### config.mk
export PLATFORM = sky130hd
export DESIGN_NAME = writeback_unit
export DESIGN_NICKNAME = d
export VERILOG_FILES = /design/src/rtl/writeback_unit.sv
export SDC_FILE = /design/constraint.sdc
export NUM_CORES = 1
export LEC_CHECK = 0
export ABC_AREA = 1
export CAP_MARGIN = 5
export CORE_ASPECT_RATIO = 0.9
export CORE_MARGIN = 2
export CORE_UTILIZATION = 35
export CTS_BUF_LIST = sky130_fd_sc_hd__clkbuf_8
export CTS_CLUSTER_DIAMETER = 50
export DETAILED_ROUTE_END_ITERATION = 6
export GPL_ROUTABILITY_DRIVEN = 0
export GPL_TIMING_DRIVEN = 0
export PLACE_DENSITY_LB_ADDON = 0.05
export SKIP_LAST_GASP = 1
export SLEW_MARGIN = 10
export SYNTH_ARGS = -nofsm -noshare
export SYNTH_HDL_FRONTEND = slang
export SYNTH_SLANG_ARGS = --single-unit
### constraint.sdc
create_clock -name clk -period 3.3 [get_ports clk]
set_input_delay 0.33 -clock clk [delete_from_list [all_inputs] [get_ports clk]]
set_output_delay 0.33 -clock clk [all_outputs]
set_load 0.005 [all_outputs]
### src/rtl/writeback_unit.sv
// Register-file write-port producer: merges ALU results and FIFO-buffered load
// responses, and tracks outstanding loads. Optional WB_BYPASS_EN adds decode forwarding.
module writeback_unit #(
  parameter int DEPTH = 4
) (
  input  logic        clk,
  input  logic        rst,
  input  logic        alu_valid,
  input  logic [4:0]  alu_rd,
  input  logic [31:0] alu_data,
  output logic        alu_stall,
  input  logic        ld_issue,
  input  logic [4:0]  ld_issue_rd,
  input  logic        ld_valid,
  output logic        ld_ready,
  input  logic [4:0]  ld_rd,
  input  logic [31:0] ld_data,
  output logic [4:0]  a3,
  output logic        we3,
  output logic [31:0] wd3,
  output logic [31:0] pending
`ifdef WB_BYPASS_EN
  ,
  input  logic [4:0]  ra1,
  input  logic [4:0]  ra2,
  input  logic [31:0] rd1_in,
  input  logic [31:0] rd2_in,
  output logic [31:0] fwd1,
  output logic [31:0] fwd2
`endif
);

  localparam int AW = $clog2(DEPTH);
  localparam logic [AW:0] FULL_CNT = (AW+1)'(DEPTH);

  // Handshake: a response is accepted on any edge where ld_valid && ld_ready;
  // ld_ready depends only on the registered count. alu_stall tells upstream
  // to hold alu_* stable; the write is accepted on the first edge it is low.
  logic [4:0]    fifo_rd   [DEPTH];
  logic [31:0]   fifo_data [DEPTH];
  logic [AW-1:0] wr_ptr, rd_ptr;
  logic [AW:0]   count;
  logic          full, push, pop, sel_alu;
  logic [4:0]    head_rd;
  logic [31:0]   head_data;
  logic [31:0]   pending_nxt;

  assign full      = (count == FULL_CNT);
  assign ld_ready  = !full;
  assign push      = ld_valid && ld_ready;
  // Pop decision uses the registered count, so a just-pushed entry is never popped the same cycle.
  assign pop       = full || (!alu_valid && (count != '0));
  assign sel_alu   = !full && alu_valid;
  assign alu_stall = full && alu_valid;
  assign head_rd   = fifo_rd[rd_ptr];
  assign head_data = fifo_data[rd_ptr];

  always_ff @(posedge clk) begin
    if (push) begin
      fifo_rd[wr_ptr]   <= ld_rd;
      fifo_data[wr_ptr] <= ld_data;
    end
  end

  always_ff @(posedge clk or posedge rst) begin
    if (rst) begin
      wr_ptr <= '0;
      rd_ptr <= '0;
      count  <= '0;
    end else begin
      if (push) wr_ptr <= wr_ptr + AW'(1);
      if (pop)  rd_ptr <= rd_ptr + AW'(1);
      count <= count + (AW+1)'(push) - (AW+1)'(pop);
    end
  end

  // Set is applied after clear so a same-cycle re-issue keeps the bit.
  always_comb begin
    pending_nxt = pending;
    if (pop) pending_nxt[head_rd] = 1'b0;
    if (ld_issue && (ld_issue_rd != 5'd0)) pending_nxt[ld_issue_rd] = 1'b1;
    pending_nxt[0] = 1'b0;
  end

  always_ff @(posedge clk or posedge rst) begin
    if (rst) begin
      a3      <= '0;
      we3     <= 1'b0;
      wd3     <= '0;
      pending <= '0;
    end else begin
      pending <= pending_nxt;
      if (pop) begin
        a3  <= head_rd;
        wd3 <= head_data;
        we3 <= (head_rd != 5'd0);
      end else if (sel_alu) begin
        a3  <= alu_rd;
        wd3 <= alu_data;
        we3 <= (alu_rd != 5'd0);
      end else begin
        we3 <= 1'b0;
      end
    end
  end

`ifdef WB_BYPASS_EN
  assign fwd1 = (we3 && (a3 == ra1) && (ra1 != 5'd0)) ? wd3 : rd1_in;
  assign fwd2 = (we3 && (a3 == ra2) && (ra2 != 5'd0)) ? wd3 : rd2_in;
`endif

endmodule

==> impl_results.md, run 1 <==
* Synth area leader: edfxtp_1
* Max clock buf depth at 3
* Fmax at 0.426 GHz
* Diodes inserted at 0
* Hold Vio Cnt, Final at 0
* Area Overhead vs Synth at 32.0%
* Leakage at 4.82 nW
* Final nets at 1140
* Largest net degree at the start of global routing at 58
* Power Dens Cells at 913 mW/mm²
* Top post-synthesis cells by area: edfxtp_1 (48%), dfrtp_1 (21%), nand2_1 (12%)
* Final antenna-violating net count at 0
* Drc violations at 0
* Starting DRT DRC Count at 357
* Final Cycle Share at 71.1%
* CTS tree: done
* Post-synth EDFFs at 148
* Syn Area/Cell at 10.8 µm²
* Clock skew at 0.0160 ns
* Crit path kind: reg2reg
* Post-Syn Area at 0.00918 mm²
* Worst slew margin at 21.6%
* CP Data Required Time at 3.70 ns
* Clk_lat worst skew at 0.53 ns
* Die H at 158 µm
* Pre-CTS WS at 0.540 ns
* Post-cts gate resize count at 0
* Smallest hold slack at 0.123 ns
* H-tree depth at 2
* Share of layout cells above drive strength 1 at 10.6%
* Cells after Synth at 847
* Setup_tns at 0 ns
* Yosys top cell area share at 48.4%
* First-pass GRT wire length at 38.5 mm
* DIE WIDTH at 175 µm
* Post-synthesis net count at 938
* Starting Density at 35.4%
* I/O Buffers at 154
* Area of the multi-input gates at 0.00255 mm²
* Final setup fails at 0
* Sequential area share after synthesis at 69.1%
* Vias per inst at 4.68
* Yosys warnings at 0
* Ys async rst share at 33.9%
* Data arrival, critical path at 2.75 ns
* Sink Count at 224
* Root Driver: clkbuf_8
* Postcts setup bufs at 0
* Vias in the first global route at 6634
* Unrepaired setup endpoints after global routing: false
* Filler cells at 2474
* GRT Util Overall at 18.4%
* Outcome: finished clean
* VDD IR max at 0.000307 V
* Register area at 0.00635 mm²
* Startpoint types: flop
* Die Area at 0.0276 mm²
* MaxCap Viol Count at 0
* Final min period at 2.35 ns
* Setup crit end kind: flop
* Worst Path Max Fanout at 10
* Initial antenna violation count at 0
* Final Slew Violations at 0
* Ports at 156
* Most used flip-flop cell after synthesis: edfxtp_1
* Hold Crit Class: in2async
* Post-route setup slack at 0.954 ns
* Core area at 0.0259 mm²
* Drt first pass iters at 4
* Post-DP HPWL at 16.7 mm
* CTS Buf Count at 39
* Final wirelength at 24.9 mm
* Routed length per instance at 17.5 µm
* Synth cell types at 30
* Hold buffer count at cts at 0
* Rows at 56
* Final core occ at 46.8%
* Worst Tran Pin Value at 1.17 ns
* Grt ovf at 0
* Routed via count at 6679
* Synthesized flop and latch total at 224
* Clock transition at path regs at 0.06 ns
[worst paths after layout]
check / from / end / depth (start not counted) / slack, ns
max reg2reg: count[1]$_DFF_PP0_ / count[2]$_DFF_PP0_ / 10 / 0.95
max in group asynchronous: rst / wd3[11]$_DFFE_PP0P_ / 3 / 2.59
min: rst / wd3[22]$_DFFE_PP0P_ / 2 / 0.12
min in group clk: alu_data[2] / wd3[2]$_DFFE_PP0P_ / 3 / 0.36
max: count[1]$_DFF_PP0_ / count[2]$_DFF_PP0_ / 10 / 0.95
min reg2reg: pending[29]$_DFF_PP0_ / pending[29]$_DFF_PP0_ / 2 / 0.46
[cells in the final DEF (no fill, tap or decap), drive strengths merged]
| cell type | count |
|---|---|
| conb | 1 |
| clkdlybuf4s50 | 154 |
| ha | 6 |
| clkbuf | 53 |
| nand2 | 291 |
| o31ai | 1 |
| nor3 | 9 |
| o221ai | 3 |
| dfrtp | 76 |
| xor2 | 4 |
| o21ai | 57 |
| o22ai | 19 |
| clkinvlp | 1 |
| inv | 50 |
| nand3 | 73 |
| clkinv | 10 |
| edfxtp | 148 |
| nor2 | 78 |
| fa | 1 |
| xnor2 | 1 |
| buf | 32 |
| a21oi | 5 |
| a31oi | 3 |
| bufinv | 2 |
[routing by layer]
metal  share of wire (%)  GRT usage (%)
met3                 5.3           3.53
met2                  43           27.6
met5                   0              0
met4                 1.9           5.67
met1                  50           26.9
[per-stage QoR]
step                std cells  power, mW  cell area, µm²
finish                   1426       11.1           12100
global route             1426       11.9           12100
CTS                      1426       11.2           12100
detailed placement       1356       8.74           11400
global placement         1349       8.59           11200
floorplan                 847       6.53            9180
[state kept, by name, indices dropped and copies added (netlist names)]
signal,count
a3,5
count,3
rd_ptr,2
fifo_data,128
pending,31
we3,1
fifo_rd,20
wd3,32
wr_ptr,2
[cell usage after synthesis, types with 9 or more instances]
cell type	number
nand2_1	282
edfxtp_1	148
dfrtp_1	76
nand3_1	72
nor2_1	66
o21ai_0	51
inv_1	28
o22ai_1	19
buf_2	18
clkbuf_1	11
nor3_1	9
[power breakdown]
part | internal [mW] | leakage (nW) | total [mW] | switching (mW)
clock network | 1.33 | 0.435 | 2.45 | 1.12
logic | 1.80 | 2.13 | 4.38 | 2.58
registers | 3.89 | 2.26 | 4.24 | 0.352
total | 7.02 | 4.82 | 11.1 | 4.05
[logic make-up after synthesis]
logic type	synth area share, %
AOI/OAI and AO/OA	5.25
xor gates and xnor gates	0.477
adders and majority gates	1.04
buffers and inverters	3.43
DFF	69.1
other	0.0408
and+or+nand+nor	20.7
[worst max-delay path, stage by stage (launching register included)]
cell,delay (ns)
dfrtp_1,0.42
nor2_1,0.14
nand2_2,0.12
nand2_4,0.14
buf_6,0.17
buf_2,0.30
ha_1,0.17
inv_1,0.04
ha_1,0.18
fa_1,0.38
xor2_1,0.17
[layout make-up]
cell class,count,area share (%)
flip-flops and latches,224,52.4
multi-input cells,552,21.1
repair buffers,161,14.2
clock buffers,42,4.77
well taps,348,3.59
plain buffers,36,1.52
clock inverters,28,1.41
inverters,35,1.10
Note: power is estimated with default switching activity, not from simulation.
==> inputs of run 2 (changes only) <==
Clock period 3.3 ns to 2.39 ns, I/O delays scaled along.
==> impl_results.md, run 2 (same netlist as run 1, synthesis figures left out) <==
* I/O Buffers at 154 (unchanged)
* CP Data Required Time at 2.62 ns (-1.08 ns)
* Hold Vio Cnt, Final at 0 (unchanged)
* VDD IR max at 0.000423 V (+38%)
* Drc violations at 0 (unchanged)
* Slowest cell on the critical path: nor2_4
* Vias per inst at 4.68 (about the same)
* Leakage at 4.82 nW (about the same)
* GRT Util Overall at 18.4% (unchanged)
* Clock skew at 0.0142 ns (-0.00177 ns)
* Final wirelength at 24.9 mm (about the same)
* CTS Buf Count at 39 (unchanged)
* Starting Density at 35.4% (unchanged)
* Initial antenna violation count at 0 (unchanged)
* R2r endpoint: fifo_data[0][14]$_DFFE_PP_
* Critical-path cell list: nor2_1, nand2_2, nand2_1, nor2_4, buf_16
* Starting DRT DRC Count at 352 (-1.4%)
* Final min period at 2.32 ns (-0.0218 ns)
* Postcts setup bufs at 0 (unchanged)
* Sink Count at 224 (unchanged)
* Unrepaired setup endpoints after global routing: true
* Startpoint types: flop
* Hold Crit Class: in2async
* CTS tree: done
* Crit-path max cell delay at 0.79 ns (+0.37 ns)
* Final nets at 1139 (-0.088%)
* Max FFs per register at 128 (unchanged)
* Area after DPL at 0.0114 mm² (unchanged)
* Largest net degree at the start of global routing at 58 (unchanged)
* Routed length per instance at 17.5 µm (about the same)
* Worst R2R Start: count[1]$_DFF_PP0_
* Pwr Total at 15.3 mW (+38%)
* Post-cts gate resize count at 0 (unchanged)
* Rows at 56 (unchanged)
* Top Family by Delay on Critical Path: simple AND/OR/NAND/NOR gates
* Share of layout cells above drive strength 1 at 10.5% (-0.083 points)
* Final Cycle Share at 97.2% (+26 points)
* R2R cell count at 5 (-5)
* Routed via count at 6669 (-0.15%)
* Die H at 158 µm (unchanged)
* Filler cells at 2474 (unchanged)
* Ports at 156 (unchanged)
* Setup crit end kind: flop
* Crit path buffers/inverters at 1 (-2)
* Final Slew Violations at 0 (unchanged)
* H-tree depth at 2 (unchanged)
* Biggest register: fifo_data
* Placed insts at 1356 (unchanged)
* Worst Path Max Fanout at 21 (+11)
* Post-DP HPWL at 16.7 mm (unchanged)
* Final antenna-violating net count at 0 (unchanged)
* Clock transition at path regs at 0.06 ns (about the same)
* Outcome: finished clean
* Core area at 0.0259 mm² (unchanged)
* Largest regs: fifo_data: 128 flops, wd3: 32 flops, pending: 31 flops
* Final Non-Filler Cells at 1425 (-0.070%)
* FF-to-FF setup slack at 0.07 ns (-0.89 ns)
* Smallest hold slack at 0.0298 ns (-0.0937 ns)
* Worst Tran Pin Value at 1.15 ns (-0.0200 ns)
* Worst slew margin at 23.0% (+1.3 points)
* Max clock buf depth at 3 (unchanged)
* Vias in the first global route at 6634 (unchanged)
* Power Dens Cells at 1260 mW/mm² (+38%)
* Drt first pass iters at 4 (unchanged)
* MaxCap Viol Count at 0 (unchanged)
* Diodes inserted at 0 (unchanged)
* First-pass GRT wire length at 38.5 mm (unchanged)
* Die Area at 0.0276 mm² (unchanged)
* Crit path kind: reg2reg
* Root Driver: clkbuf_8
* Final setup fails at 0 (unchanged)
* Fmax at 0.430 GHz (+0.94%)
* Finished Cell Area at 0.0121 mm² (about the same)
* Clk_lat worst skew at 0.53 ns (about the same)
* Highest-count cells in the layout ignoring fill and taps: nand2_1 (282), clkdlybuf4s50_1 (154), edfxtp_1 (148)
* Area Overhead vs Synth at 31.9% (about the same)
* Hold buffer count at cts at 0 (unchanged)
* Commonest non-fill, non-tap cell in the layout: nand2_1
* DIE WIDTH at 175 µm (unchanged)
* Grt ovf at 0 (unchanged)
* Data arrival, critical path at 2.55 ns (-0.20 ns)
## run 2: worst max path at each step
| stage | depth (start not counted) | endpoint | from |
|---|---|---|---|
| floorplan | 4 | fifo_data[0][0]$_DFFE_PP_ | count[1]$_DFF_PP0_ |
| global placement | 3 | fifo_data[3][6]$_DFFE_PP_ | ld_valid |
| detailed placement | 11 | count[2]$_DFF_PP0_ | alu_valid |
| CTS | 9 | count[2]$_DFF_PP0_ | count[1]$_DFF_PP0_ |
| global route | 5 | fifo_rd[0][4]$_DFFE_PP_ | count[1]$_DFF_PP0_ |
| finish | 5 | fifo_data[0][14]$_DFFE_PP_ | count[1]$_DFF_PP0_ |
## run 2: stage by stage
step / setup WS (ns) / setup TNS [ns] / utilization (%)
2_1_floorplan: -0.377 / -55.82 / -
3_5_place_dp: -0.279 / -0.839 / 43.9
6_report: 0.0659 / 0 / 46.7
4_1_cts: 0.00285 / 0 / 46.8
5_1_grt: -0.0891 / -1.48 / 46.7
3_3_place_gp: -2.27 / -427.71 / 43.1
## run 2: metal layers
metal | track usage (%) | wire length, µm | vias up
li1 | - | - | 3271
met1 | 26.9 | 12300 | 3172
met2 | 27.6 | 10800 | 185
met3 | 3.53 | 1320 | 41
met4 | 5.67 | 482 | 0
met5 | 0 | 0 | -
## run 2: cell type report
cell class                 instances  area, µm²  area share (%)
clock inverter                    28        171            1.41
timing repair buffer             161       1720            14.2
clock buffer                      42        578            4.77
sequential                       224       6350            52.4
inverter                          35        134            1.11
buffer                            35        179            1.48
multi-input combinational        552       2550            21.1
tap                              348        435            3.59
## run 2: worst reg2reg max path: stages, from the launching register on
cell and delay [ns]:
dfrtp_1 0.41, nor2_1 0.08, nand2_2 0.14, nand2_1 0.36
nor2_4 0.79, buf_16 0.25
## run 2: where the power goes
| group | internal (mW) | leakage [nW] | total [mW] | switching, mW |
|---|---|---|---|---|
| Clock | 1.84 | 0.435 | 3.39 | 1.55 |
| Combinational | 2.48 | 2.12 | 6.04 | 3.55 |
| Sequential | 5.36 | 2.26 | 5.85 | 0.488 |
==> inputs of run 3 (changes only) <==
Settings changed: CAP_MARGIN 5 to 20.
==> impl_results.md, run 3 (same netlist as run 1, synthesis figures left out) <==
* Final setup fails at 0 (unchanged)
* Finished Cell Area at 0.0122 mm² (+0.75%)
* Clock group share of total power at 23.4% (+1.2 points)
* Data arrival, critical path at 2.38 ns (-0.17 ns)
* Final antenna-violating net count at 0 (unchanged)
* Vias per inst at 4.67 (-0.29%)
* Starting DRT DRC Count at 418 (+19%)
* Routed length per instance at 17.4 µm (-0.68%)
* Final core occ at 47.1% (+0.35 points)
* Hold Vio Cnt, Final at 0 (unchanged)
* H-tree depth at 2 (unchanged)
* CTS Buf Count at 41 (+5.1%)
* CTS tree: done
* Max clock buf depth at 3 (unchanged)
* Largest net degree at the start of global routing at 58 (unchanged)
* Commonest non-fill, non-tap cell in the layout: nand2_1
* Vias in the first global route at 6570 (-0.96%)
* Clock skew at 0.0117 ns (-0.00256 ns)
* Power Dens Cells at 1270 mW/mm² (+0.88%)
* Rows at 56 (unchanged)
* Area after DPL at 0.0114 mm² (unchanged)
* Critical path depth at 5 (unchanged)
* Starting Density at 35.4% (unchanged)
* R2R cell count at 5 (unchanged)
* Worst Tran Pin Value at 1.14 ns (-0.00337 ns)
* Clock transition at path regs at 0.06 ns (about the same)
* Drc violations at 0 (unchanged)
* Die H at 158 µm (unchanged)
* Flop pwr share at 37.7% (-0.6 points)
* Hold Crit Class: in2async
* Grt ovf at 0 (unchanged)
* Share of layout cells above drive strength 1 at 11.3% (+0.79 points)
* Post-DP HPWL at 16.7 mm (-0.11%)
* Drt first pass iters at 5 (+1)
* Unrepaired setup endpoints after global routing: false
* VDD IR max at 0.000408 V (-3.6%)
* Crit path kind: reg2reg
* Routed via count at 6668 (-0.015%)
* Most frequent CP cell: nand2_2
* Final min period at 2.14 ns (-0.180 ns)
* First-pass GRT wire length at 38.2 mm (-0.65%)
* Core area at 0.0259 mm² (unchanged)
* Combinational Power Share at 38.9% (-0.6 points)
* Fmax at 0.466 GHz (+8.4%)
* Sink Count at 224 (unchanged)
* Post-route setup slack at 0.246 ns (+0.180 ns)
* Placed insts at 1356 (unchanged)
* Int Power at 9.89 mW (+2.1%)
* GRT Util Overall at 18.2% (-0.15 points)
* CP Data Required Time at 2.63 ns (about the same)
* DIE WIDTH at 175 µm (unchanged)
* Die Area at 0.0276 mm² (unchanged)
* Setup crit end kind: flop
* Final Non-Filler Cells at 1429 (+0.28%)
* Biggest register: fifo_data
* Max FFs per register at 128 (unchanged)
* I/O Buffers at 154 (unchanged)
* Final wirelength at 24.8 mm (-0.40%)
* Worst Path Max Fanout at 21 (unchanged)
* Diodes inserted at 0 (unchanged)
* Clk_lat worst skew at 0.54 ns (about the same)
* Psw at 5.64 mW (+0.90%)
* Crit-path max cell delay at 0.70 ns (-0.09 ns)
* Setup_tns at 0 ns (unchanged)
* Crit path buffers/inverters at 1 (unchanged)
* Worst slew margin at 23.2% (+0.23 points)
* Area Overhead vs Synth at 32.9%
* Final Slew Violations at 0 (unchanged)
* Slowest cell on the critical path: nor2_4
* MaxCap Viol Count at 0 (unchanged)
* Outcome: finished clean
* Top Family by Delay on Critical Path: simple AND/OR/NAND/NOR gates
* Initial antenna violation count at 0 (unchanged)
* Switching portion of total power at 36.3% (-0.27 points)
* Ports at 156 (unchanged)
* Critical-path cell list: nor2_1, nand2_2, nand2_2, nor2_4, buf_16
* Leakage at 4.86 nW (+0.85%)
* Root Driver: clkbuf_8
* Largest regs: fifo_data: 128 flops, wd3: 32 flops, pending: 31 flops
* Pre-CTS WS at -0.291 ns (-0.0117 ns)
* Final nets at 1141 (+0.18%)
* FF-to-FF setup slack at 0.25 ns (+0.18 ns)
* Highest-count cells in the layout ignoring fill and taps: nand2_1 (281), clkdlybuf4s50_1 (154), edfxtp_1 (148)
* Startpoint types: flop
* Final Cycle Share at 89.7% (-7.5 points)
-- run 3: changes by cell type in the layout (fill, tap and decap cells not counted) --
cell / previous run / this run
clkbuf_8: 42 / 51
inv_8: 0 / 1
o21ai_1: 6 / 5
inv_6: 1 / 0
nand2_2: 8 / 9
inv_1: 41 / 42
clkinv_1: 6 / 2
o21ai_2: 0 / 1
bufinv_16: 2 / 1
nand2_1: 282 / 281
clkinvlp_4: 1 / 3
clkinv_2: 4 / 1
-- run 3: worst reg2reg max path, cell delays in order (launching register included) --
cell and delay, ns:
dfrtp_1 0.43, nor2_1 0.08, nand2_2 0.14, nand2_2 0.23
nor2_4 0.71, buf_16 0.25
-- run 3: final timing paths --
kind,startpoint,endpoint
hold reg to reg,pending[29]$_DFF_PP0_,pending[29]$_DFF_PP0_
hold / removal,rst,wd3[7]$_DFFE_PP0P_
setup / recovery,count[1]$_DFF_PP0_,fifo_data[0][12]$_DFFE_PP_
min in group clk,alu_data[11],wd3[11]$_DFFE_PP0P_
max in group asynchronous,rst,wd3[9]$_DFFE_PP0P_
setup reg to reg,count[1]$_DFF_PP0_,fifo_data[0][12]$_DFFE_PP_
-- run 3: power by group through the flow --
stage | Clock, mW | Sequential, mW | Combinational (mW)
CTS | 3.75 | 5.86 | 6.15
detailed placement | 0 | 5.92 | 6.14
global placement | 0 | 5.99 | 5.87
finish | 3.64 | 5.85 | 6.04
global route | 3.91 | 5.97 | 6.75
floorplan | 0 | 5.92 | 3.09
-- run 3: what timing repair did --
item | 4_1_cts | 5_1_grt
endpoints found under the setup margin | 1 | 18
hold buffers | 0 | 0
gates resized for setup | 1 | 1
cloned | 0 | 0
setup buffers | 0 | 0
-- run 3: through the flow --
step	hold slack [ns]	power, mW
2_1_floorplan	0.338	9.01
3_3_place_gp	0.458	11.9
3_5_place_dp	0.459	12.1
4_1_cts	0.00129	15.8
5_1_grt	0.0253	16.6
6_report	0.00815	15.5
-- run 3: layout make-up --
class / instances / area (µm²)
fillers: 2467 / 13700
flip-flops and latches: 224 / 6350
multi-input cells: 552 / 2560
inverters: 35 / 134
repair buffers: 161 / 1720
clock inverters: 23 / 133
well taps: 348 / 435
clock buffers: 51 / 702
plain buffers: 35 / 179
-- run 3: per-layer routing --
layer  GRT usage [%]  vias to the layer above  wire length (µm)
li1                -                     3281                 -
met2            27.3                      183             10700
met1            26.7                     3164             12300
met4            4.96                        0               423
met3            4.03                       40              1440
met5               0                        -                 0
